## src/rtl/pred_hist_pkg.sv

```systemverilog
// Shared types, defaults and byte-layout helpers for the prediction history buffer.
package pred_hist_pkg;

    typedef enum logic [2:0] {
        StIdle,
        StHdr,
        StRdReq,
        StDig,
        StScr,
        StDone
    } dump_state_e;

    localparam int unsigned DIGIT_W_DEF = 4;
    localparam int unsigned SCORE_W_DEF = 16;
    localparam int unsigned ENTRY_W     = DIGIT_W_DEF + SCORE_W_DEF;
    localparam int unsigned SCORE_BYTES = SCORE_W_DEF / 8;

    // Header byte: fill count in the low bits, upper bits zero.
    localparam logic [7:0] HDR_ZERO = 8'h00;

    function automatic int unsigned entry_w(input int unsigned digit_w,
                                            input int unsigned score_w);
        return digit_w + score_w;
    endfunction

    function automatic int unsigned score_bytes(input int unsigned score_w);
        return score_w / 8;
    endfunction

    function automatic logic [7:0] hdr_byte(input int unsigned fill_cnt);
        return HDR_ZERO | 8'(fill_cnt);
    endfunction

endpackage

```

## src/rtl/pred_hist_mem.sv

```systemverilog
// Simple dual-port RAM: one write port, one synchronous read port with read enable.
module pred_hist_mem
    import pred_hist_pkg::*;
#(
    parameter int unsigned Depth = 8,
    parameter int unsigned Width = ENTRY_W,
    localparam int unsigned Aw   = $clog2(Depth)
) (
    input  logic             clk_i,
    input  logic             we_i,
    input  logic [Aw-1:0]    waddr_i,
    input  logic [Width-1:0] wdata_i,
    input  logic             re_i,
    input  logic [Aw-1:0]    raddr_i,
    output logic [Width-1:0] rdata_o
);

    logic [Width-1:0] mem_q [Depth];
    logic [Width-1:0] rdata_q;

    always_ff @(posedge clk_i) begin
        if (we_i) begin
            mem_q[waddr_i] <= wdata_i;
        end
        if (re_i) begin
            rdata_q <= mem_q[raddr_i];
        end
    end

    assign rdata_o = rdata_q;

endmodule

```

## src/rtl/prediction_history_buffer.sv

```systemverilog
// Ring buffer of recent classifier results with random read by age and a
// byte-serial valid/ready dump of the whole history.
module prediction_history_buffer
    import pred_hist_pkg::*;
#(
    parameter int unsigned DIGIT_W = DIGIT_W_DEF,
    parameter int unsigned SCORE_W = SCORE_BYTES * 8,
    parameter int unsigned DEPTH   = 8,
    parameter int unsigned CNT_W   = 16
) (
    input  logic                     clk,
    input  logic                     rst_n,
    input  logic                     wr_en,
    input  logic [DIGIT_W-1:0]       wr_digit,
    input  logic [SCORE_W-1:0]       wr_score,
    input  logic [$clog2(DEPTH)-1:0] rd_age,
    output logic [DIGIT_W-1:0]       rd_digit,
    output logic [SCORE_W-1:0]       rd_score,
    output logic                     rd_hit,
    output logic [DIGIT_W-1:0]       latest_digit,
    output logic [$clog2(DEPTH):0]   fill,
    output logic [CNT_W-1:0]         total_count,
    input  logic                     dump_start,
    output logic [7:0]               dump_data,
    output logic                     dump_valid,
    input  logic                     dump_ready,
    output logic                     dump_last,
    output logic                     dump_busy,
    output logic                     drop_flag
);

    localparam int unsigned AW = $clog2(DEPTH);
    localparam int unsigned FW = AW + 1;
    localparam int unsigned EW = entry_w(DIGIT_W, SCORE_W);
    localparam int unsigned SB = score_bytes(SCORE_W);
    localparam int unsigned BW = (SB > 1) ? $clog2(SB) : 1;

    localparam logic [FW-1:0] FILL_MAX  = FW'(DEPTH);
    localparam logic [BW-1:0] BYTE_LAST = BW'(SB - 1);

    dump_state_e state_q, state_d;

    logic [AW-1:0]      wr_ptr_q, wr_ptr_d;
    logic [FW-1:0]      fill_q, fill_d;
    logic [CNT_W-1:0]   total_q, total_d;
    logic [DIGIT_W-1:0] latest_q, latest_d;
    logic               pend_vld_q, pend_vld_d;
    logic [EW-1:0]      pend_q, pend_d;
    logic               drop_q, drop_d;
    logic [AW-1:0]      ptr_snap_q, ptr_snap_d;
    logic [FW-1:0]      fill_snap_q, fill_snap_d;
    logic [FW-1:0]      k_q, k_d;
    logic [BW-1:0]      bcnt_q, bcnt_d;
    logic               rd_hit_q, rd_hit_d;
    logic               rd_src_q, rd_src_d;
    logic [EW-1:0]      rd_hold_q, rd_hold_d;

    logic               mem_we;
    logic [AW-1:0]      mem_waddr;
    logic [EW-1:0]      mem_wdata;
    logic               mem_re;
    logic [AW-1:0]      mem_raddr;
    logic [EW-1:0]      mem_rdata;

    logic               busy;
    logic               xfer;
    logic [EW-1:0]      wr_entry;
    logic [EW-1:0]      rd_entry;
    logic [SCORE_W-1:0] cur_score;

    assign busy      = (state_q != StIdle);
    assign xfer      = dump_valid && dump_ready;
    assign wr_entry  = {wr_digit, wr_score};
    assign cur_score = mem_rdata[SCORE_W-1:0];

    // The RAM output register is shared with the dump path, so the random-read
    // result is only taken from it on the cycle after an rd_age read.
    assign rd_entry  = rd_src_q ? mem_rdata : rd_hold_q;

    pred_hist_mem #(
        .Depth (DEPTH),
        .Width (EW)
    ) u_mem (
        .clk_i   (clk),
        .we_i    (mem_we),
        .waddr_i (mem_waddr),
        .wdata_i (mem_wdata),
        .re_i    (mem_re),
        .raddr_i (mem_raddr),
        .rdata_o (mem_rdata)
    );

    always_comb begin
        state_d     = state_q;
        wr_ptr_d    = wr_ptr_q;
        fill_d      = fill_q;
        total_d     = total_q;
        latest_d    = latest_q;
        pend_vld_d  = pend_vld_q;
        pend_d      = pend_q;
        drop_d      = drop_q;
        ptr_snap_d  = ptr_snap_q;
        fill_snap_d = fill_snap_q;
        k_d         = k_q;
        bcnt_d      = bcnt_q;
        rd_hit_d    = 1'b0;
        rd_src_d    = 1'b0;
        rd_hold_d   = rd_entry;
        mem_we      = 1'b0;
        mem_waddr   = wr_ptr_q;
        mem_wdata   = wr_entry;
        mem_re      = 1'b0;
        mem_raddr   = wr_ptr_q - AW'(1) - rd_age;

        // Result accounting happens on every accepted pulse, busy or not.
        if (wr_en) begin
            latest_d = wr_digit;
            if (total_q != '1) begin
                total_d = total_q + 1'b1;
            end
        end

        if (!busy) begin
            if (pend_vld_q) begin
                // Held-over result commits first; a coincident write takes its place.
                mem_we    = 1'b1;
                mem_wdata = pend_q;
                if (wr_en) begin
                    pend_d = wr_entry;
                end else begin
                    pend_vld_d = 1'b0;
                end
            end else if (wr_en) begin
                mem_we = 1'b1;
            end
            if (mem_we) begin
                wr_ptr_d = wr_ptr_q + 1'b1;
                if (fill_q != FILL_MAX) begin
                    fill_d = fill_q + 1'b1;
                end
            end
        end else if (wr_en) begin
            pend_d     = wr_entry;
            pend_vld_d = 1'b1;
            if (pend_vld_q) begin
                drop_d = 1'b1;
            end
        end

        if (!busy && ({1'b0, rd_age} < fill_q)) begin
            rd_hit_d = 1'b1;
            rd_src_d = 1'b1;
            mem_re   = 1'b1;
        end

        unique case (state_q)
            StIdle: begin
                if (dump_start) begin
                    state_d     = StHdr;
                    ptr_snap_d  = wr_ptr_d;
                    fill_snap_d = fill_d;
                    drop_d      = 1'b0;
                    k_d         = '0;
                    bcnt_d      = '0;
                end
            end
            StHdr: begin
                if (xfer) begin
                    state_d = (fill_snap_q == '0) ? StDone : StRdReq;
                end
            end
            StRdReq: begin
                mem_re    = 1'b1;
                mem_raddr = ptr_snap_q - AW'(fill_snap_q) + AW'(k_q);
                state_d   = StDig;
            end
            StDig: begin
                if (xfer) begin
                    state_d = StScr;
                    bcnt_d  = '0;
                end
            end
            StScr: begin
                if (xfer) begin
                    if (bcnt_q == BYTE_LAST) begin
                        bcnt_d  = '0;
                        k_d     = k_q + 1'b1;
                        state_d = ((k_q + 1'b1) < fill_snap_q) ? StRdReq : StDone;
                    end else begin
                        bcnt_d = bcnt_q + 1'b1;
                    end
                end
            end
            StDone: begin
                state_d = StIdle;
            end
            default: begin
                state_d = StIdle;
            end
        endcase
    end

    always_comb begin
        dump_data = 8'h00;
        dump_last = 1'b0;
        unique case (state_q)
            StHdr: begin
                dump_data = hdr_byte(32'(fill_snap_q));
                dump_last = (fill_snap_q == '0);
            end
            StDig: begin
                dump_data = 8'(mem_rdata[EW-1 -: DIGIT_W]);
            end
            StScr: begin
                // MSB-first byte select within the score.
                dump_data = 8'(cur_score >> (8 * (SB - 1 - int'(bcnt_q))));
                dump_last = (bcnt_q == BYTE_LAST) && ((k_q + 1'b1) == fill_snap_q);
            end
            default: begin
                dump_data = 8'h00;
                dump_last = 1'b0;
            end
        endcase
    end

    always_ff @(posedge clk or negedge rst_n) begin
        if (!rst_n) begin
            state_q     <= StIdle;
            wr_ptr_q    <= '0;
            fill_q      <= '0;
            total_q     <= '0;
            latest_q    <= '0;
            pend_vld_q  <= 1'b0;
            pend_q      <= '0;
            drop_q      <= 1'b0;
            ptr_snap_q  <= '0;
            fill_snap_q <= '0;
            k_q         <= '0;
            bcnt_q      <= '0;
            rd_hit_q    <= 1'b0;
            rd_src_q    <= 1'b0;
            rd_hold_q   <= '0;
        end else begin
            state_q     <= state_d;
            wr_ptr_q    <= wr_ptr_d;
            fill_q      <= fill_d;
            total_q     <= total_d;
            latest_q    <= latest_d;
            pend_vld_q  <= pend_vld_d;
            pend_q      <= pend_d;
            drop_q      <= drop_d;
            ptr_snap_q  <= ptr_snap_d;
            fill_snap_q <= fill_snap_d;
            k_q         <= k_d;
            bcnt_q      <= bcnt_d;
            rd_hit_q    <= rd_hit_d;
            rd_src_q    <= rd_src_d;
            rd_hold_q   <= rd_hold_d;
        end
    end

    assign rd_digit     = rd_entry[EW-1 -: DIGIT_W];
    assign rd_score     = rd_entry[SCORE_W-1:0];
    assign rd_hit       = rd_hit_q;
    assign latest_digit = latest_q;
    assign fill         = fill_q;
    assign total_count  = total_q;
    assign dump_valid   = (state_q == StHdr) || (state_q == StDig) || (state_q == StScr);
    assign dump_busy    = busy;
    assign drop_flag    = drop_q;

endmodule

```

## config.mk

```make
export PLATFORM = sky130hd
export DESIGN_NAME = prediction_history_buffer
export DESIGN_NICKNAME = d
export VERILOG_FILES = /design/src/rtl/pred_hist_pkg.sv /design/src/rtl/pred_hist_mem.sv /design/src/rtl/prediction_history_buffer.sv
export SDC_FILE = /design/constraint.sdc
export NUM_CORES = 1
export LEC_CHECK = 0
export ABC_AREA = 1
export BUFFER_PORTS_ARGS = -buffer_cell sky130_fd_sc_hd__buf_2
export CORE_MARGIN = 8
export CORE_UTILIZATION = 32
export DETAILED_ROUTE_END_ITERATION = 12
export PLACE_DENSITY = 0.46
export SLEW_MARGIN = 40
export SYNTH_ARGS = -nofsm -noshare
export SYNTH_HDL_FRONTEND = slang
export SYNTH_SLANG_ARGS = --single-unit
```

## constraint.sdc

```tcl
create_clock -name clk -period 3.7 [get_ports clk]
set_input_delay 0.37 -clock clk [delete_from_list [all_inputs] [get_ports clk]]
set_output_delay 0.37 -clock clk [all_outputs]
set_load 0.02 [all_outputs]
```

==> results.py <==
metrics = {
    "sta": {
        "max_slew.worst_pin.slew_ns": 0.796,
        "max_slew_headroom_pct": 46.6,
        "achievable_freq_ghz": 0.374,
        "grt_setup_unrepaired": "false",
        "hold_viol": 0,
        "finalSetupTns_ns": 0,
        "finalCritPeriodShare_pct": 72.3,
        "clock_skew_ns": 0.00984,
        "final_critical_path_setup_slack_ns": 1.03,
        "min_period_ns": 2.67,
        "setup_viols_final": 0,
        "finalMaxSlewViolations": 0,
    },
    "routing": {
        "initialDrtViolationCount": 533,
        "drt-total-wl_mm": 33.6,
        "route.antenna.remaining_nets": 0,
        "route.detailed.vias_per_inst": 4.59,
        "first_pass_iters": 5,
        "post-route-drc-count": 0,
        "avgRoutedWirePerCell_um": 17.4,
        "detailroute.via_count": 8850,
    },
    "global_routing": {
        "grt_antenna_before_repair": 1,
        "grt_use_total_pct": 15.0,
        "overall_overflow_remaining_after_global_route": 0,
        "grt_max_degree": 66,
        "grt_pass1_wl_mm": 52.5,
        "number_of_global_route_vias_before_repair": 8761,
    },
    "floorplan": {
        "dieWidth_um": 213,
        "core_sq_um": 38500,
        "dieArea_sq_um": 45400,
        "ioPinCount": 85,
        "floorplan.initialDensity_pct": 32.3,
        "die_y_um": 213,
        "std_cell_rows": 72,
    },
    "worst_hold_path": {
        "min_path_type": "in -> reg",
    },
    "synth": {
        "postSynthAreaPerCell_sq_um": 9.59,
        "synth_seq_cells": 265,
        "syn-instance-count": 1295,
        "synthDistinctLibCells": 36,
        "yosysWarningCount": 0,
        "synth_sequential_area_ratio_pct": 60.6,
        "number_of_nets_in_the_synthesized_netlist": 1340,
        "synth.cell_area_sq_um": 12400,
    },
    "place": {
        "place.detailed.hpwl_mm": 21.7,
        "rd_place_congestion": 0.778,
        "place_worst_setup_slack_ns": 0.698,
        "buffer_ports.inserted": 84,
    },
    "layout": {
        "insertedDiodeCount": 0,
        "most-common-layout-cells": "336 x sky130_fd_sc_hd__nand2_1, 226 x sky130_fd_sc_hd__inv_1, 186 x sky130_fd_sc_hd__nand3_1",
        "final_net_count": 1431,
        "final_layout_size_suffix_gt1_share_pct": 14.1,
        "layout.filler_cells": 3928,
        "layout.cells.most_common": "sky130_fd_sc_hd__nand2_1",
        "area.growth.synth_to_final_pct": 15.8,
        "area_of_combinational_cells_with_multiple_inputs_sq_um": 3800,
        "register_area_sq_um": 7530,
    },
    "worst_setup_path": {
        "worst-endpoint-arrival_ns": 3.10,
        "critPathCaptureType": "flop",
        "maximum_cell_stage_delay_along_the_critical_path_ns": 0.49,
        "timing.rr.end": "u_mem.rdata_o[17]",
        "timing.critical_path.to": "u_mem.rdata_o[17]",
        "rr_startpoint": "k_q[0]",
        "worst-endpoint-required_ns": 4.13,
        "cell_chain_of_the_critical_path": "inv_1 > ha_1 > inv_1 > ha_1 > inv_1 > fa_1 > o21ai_2 > buf_4 > nand3_1 > nand2_1 > nand2_1 > nand2_1",
        "launch_point_of_the_worst_path": "k_q[0]",
        "regToRegSetupSlack_ns": 1.03,
        "timing.critical_path.from_type": "flop",
        "path_class": "reg -> reg",
        "critical_path_fanouts_max": 40,
        "worst-r2r-cell-count": 12,
        "cpMaxStageDelayCell": "sky130_fd_sc_hd__fa_1",
    },
    "clocking": {
        "cts.htree.levels": 1,
        "buffer_cell_driving_the_clock_tree_root": "sky130_fd_sc_hd__clkbuf_16",
        "clk-insertion-delay-late_ns": 0.56,
        "tritoncts": "yes",
        "cts_num_sinks": 265,
        "ctsLongestPathBuffers": 3,
        "clkTransAtPathRegs_ns": 0.06,
        "post_cts.resized_instances": 0,
        "cts_inserted_buffers": 30,
    },
    "power": {
        "worst_ir_drop_vdd_v": 0.000384,
        "p_leak_uw": 0.00653,
        "power_density_nw_per_um2": 931,
    },
    "outcome": {
        "outcome": "finished, final reports clean",
    },
    "run": {
        "maxCapViolations": 0,
    },
}
[report_power, final]
part           total (uW)  switching [uW]  internal, uW  leakage [uW]
logic                5850            4100          1750       0.00340
registers            4810             487          4330       0.00270
clock network        2720            1180          1530      0.000431
[cell usage after synthesis]
cell type / instances / share of area, %
sky130_fd_sc_hd__ha_1: 14 / 1.4
sky130_fd_sc_hd__fa_1: 3 / 0.48
sky130_fd_sc_hd__o21bai_1: 1 / 0.060
sky130_fd_sc_hd__a22o_1: 2 / 0.14
sky130_fd_sc_hd__nand3b_1: 20 / 1.2
sky130_fd_sc_hd__inv_1: 226 / 6.8
sky130_fd_sc_hd__xor2_1: 8 / 0.56
sky130_fd_sc_hd__o22ai_1: 3 / 0.15
sky130_fd_sc_hd__inv_2: 1 / 0.030
sky130_fd_sc_hd__o22ai_2: 1 / 0.10
sky130_fd_sc_hd__nand3_2: 1 / 0.081
sky130_fd_sc_hd__nor2_4: 2 / 0.18
sky130_fd_sc_hd__o21ai_1: 1 / 0.040
sky130_fd_sc_hd__o2111ai_1: 4 / 0.28
sky130_fd_sc_hd__clkbuf_2: 1 / 0.040
sky130_fd_sc_hd__mux2_2: 16 / 1.5
sky130_fd_sc_hd__nor2_1: 36 / 1.1
sky130_fd_sc_hd__nand2_2: 3 / 0.15
sky130_fd_sc_hd__dfrtp_1: 85 / 17
sky130_fd_sc_hd__o21a_1: 1 / 0.060
sky130_fd_sc_hd__a21oi_1: 7 / 0.28
sky130_fd_sc_hd__clkbuf_1: 10 / 0.30
sky130_fd_sc_hd__buf_6: 1 / 0.091
sky130_fd_sc_hd__buf_2: 36 / 1.5
sky130_fd_sc_hd__o21ai_2: 3 / 0.21
sky130_fd_sc_hd__nand2_4: 2 / 0.18
sky130_fd_sc_hd__nor3_1: 4 / 0.16
sky130_fd_sc_hd__xnor2_1: 12 / 0.85
sky130_fd_sc_hd__edfxtp_1: 180 / 44
sky130_fd_sc_hd__buf_4: 6 / 0.36
sky130_fd_sc_hd__nor2_2: 3 / 0.15
sky130_fd_sc_hd__nand4_1: 8 / 0.40
sky130_fd_sc_hd__o21ai_0: 68 / 2.7
sky130_fd_sc_hd__o211ai_1: 1 / 0.060
sky130_fd_sc_hd__nand3_1: 187 / 7.5
sky130_fd_sc_hd__nand2_1: 338 / 10
[stage by stage]
step / instances / area [sq um] / utilization [%] / hold slack, ns / total power, uW
6_report: 1928 / 14400 / 37.4 / 0.0808 / 13400
5_1_grt: 1928 / 14400 / 37.4 / 0.0839 / 14500
4_1_cts: 1928 / 14400 / 37.4 / 0.0532 / 13600
3_5_place_dp: 1871 / 13500 / 35.0 / 0.444 / 10800
3_3_place_gp: 1871 / 13500 / 35.0 / 0.466 / 10800
2_1_floorplan: 1295 / 12400 / - / 0.0744 / 8730
[worst max-delay path: cells and delay by family (launching register included)]
family / cells / cell delay, ns
AO/OA/AOI/OAI: 1 / 0.15
buffers and inverters: 4 / 0.65
adder cells (fa/ha/maj): 3 / 0.89
flip-flops: 1 / 0.41
AND/OR/NAND/NOR: 4 / 0.42
[metal layers]
| metal | share of wire (%) | up-vias | GRT usage (%) | wire (um) |
|---|---|---|---|---|
| li1 | - | 4382 | - | - |
| met1 | 48 | 4183 | 21.1 | 16100 |
| met2 | 44 | 235 | 23.4 | 14700 |
| met3 | 5.8 | 48 | 2.54 | 1960 |
| met4 | 2.5 | 2 | 4.26 | 824 |
| met5 | 0.048 | - | 0 | 16 |
[worst min-delay path by stage]
| stage | startpoint | depth (start not counted) | to | slack (ns) |
|---|---|---|---|---|
| 2_1_floorplan | rst_n | 0 | bcnt_q | 0.07 |
| 3_3_place_gp | pend_q[3] | 2 | pend_q[3] | 0.47 |
| 3_5_place_dp | rst_n | 1 | fill[2] | 0.44 |
| 4_1_cts | wr_score[11] | 3 | pend_q[11] | 0.05 |
| 5_1_grt | wr_score[4] | 3 | pend_q[4] | 0.08 |
| 6_report | wr_score[11] | 3 | pend_q[11] | 0.08 |
[state kept, by name, indices dropped and copies added, names as in the netlist, 4 cells and up]
name / count
fill: 4
fill_snap_q: 4
k_q: 4
latest_digit: 4
pend_q: 20
rd_hold_q: 20
total_count: 16
u_mem.mem_q: 160
u_mem.rdata_o: 20
[repair_timing]
action	in CTS	in global routing
setup buffers	0	0
hold buffers	1	0
hold endpoints to repair	64	0
[cell type report]
type | count | share of cell area [%]
clock buffer | 44 | 5.73
clock inverter | 12 | 0.400
inverter | 227 | 5.93
multi-input combinational | 749 | 26.5
sequential | 265 | 52.4
tap | 518 | 4.51
timing repair buffer | 113 | 4.59
[cell families after synthesis]
| family | synth area share [%] |
|---|---|
| buffers and inverters | 9.11 |
| adder cells (fa/ha/maj) | 1.89 |
| AO/OA/AOI/OAI | 4.13 |
| multiplexers | 1.45 |
| flip-flops | 60.6 |
| XOR/XNOR | 1.41 |
| AND/OR/NAND/NOR | 21.4 |
Note: power is estimated with default switching activity, not from simulation.
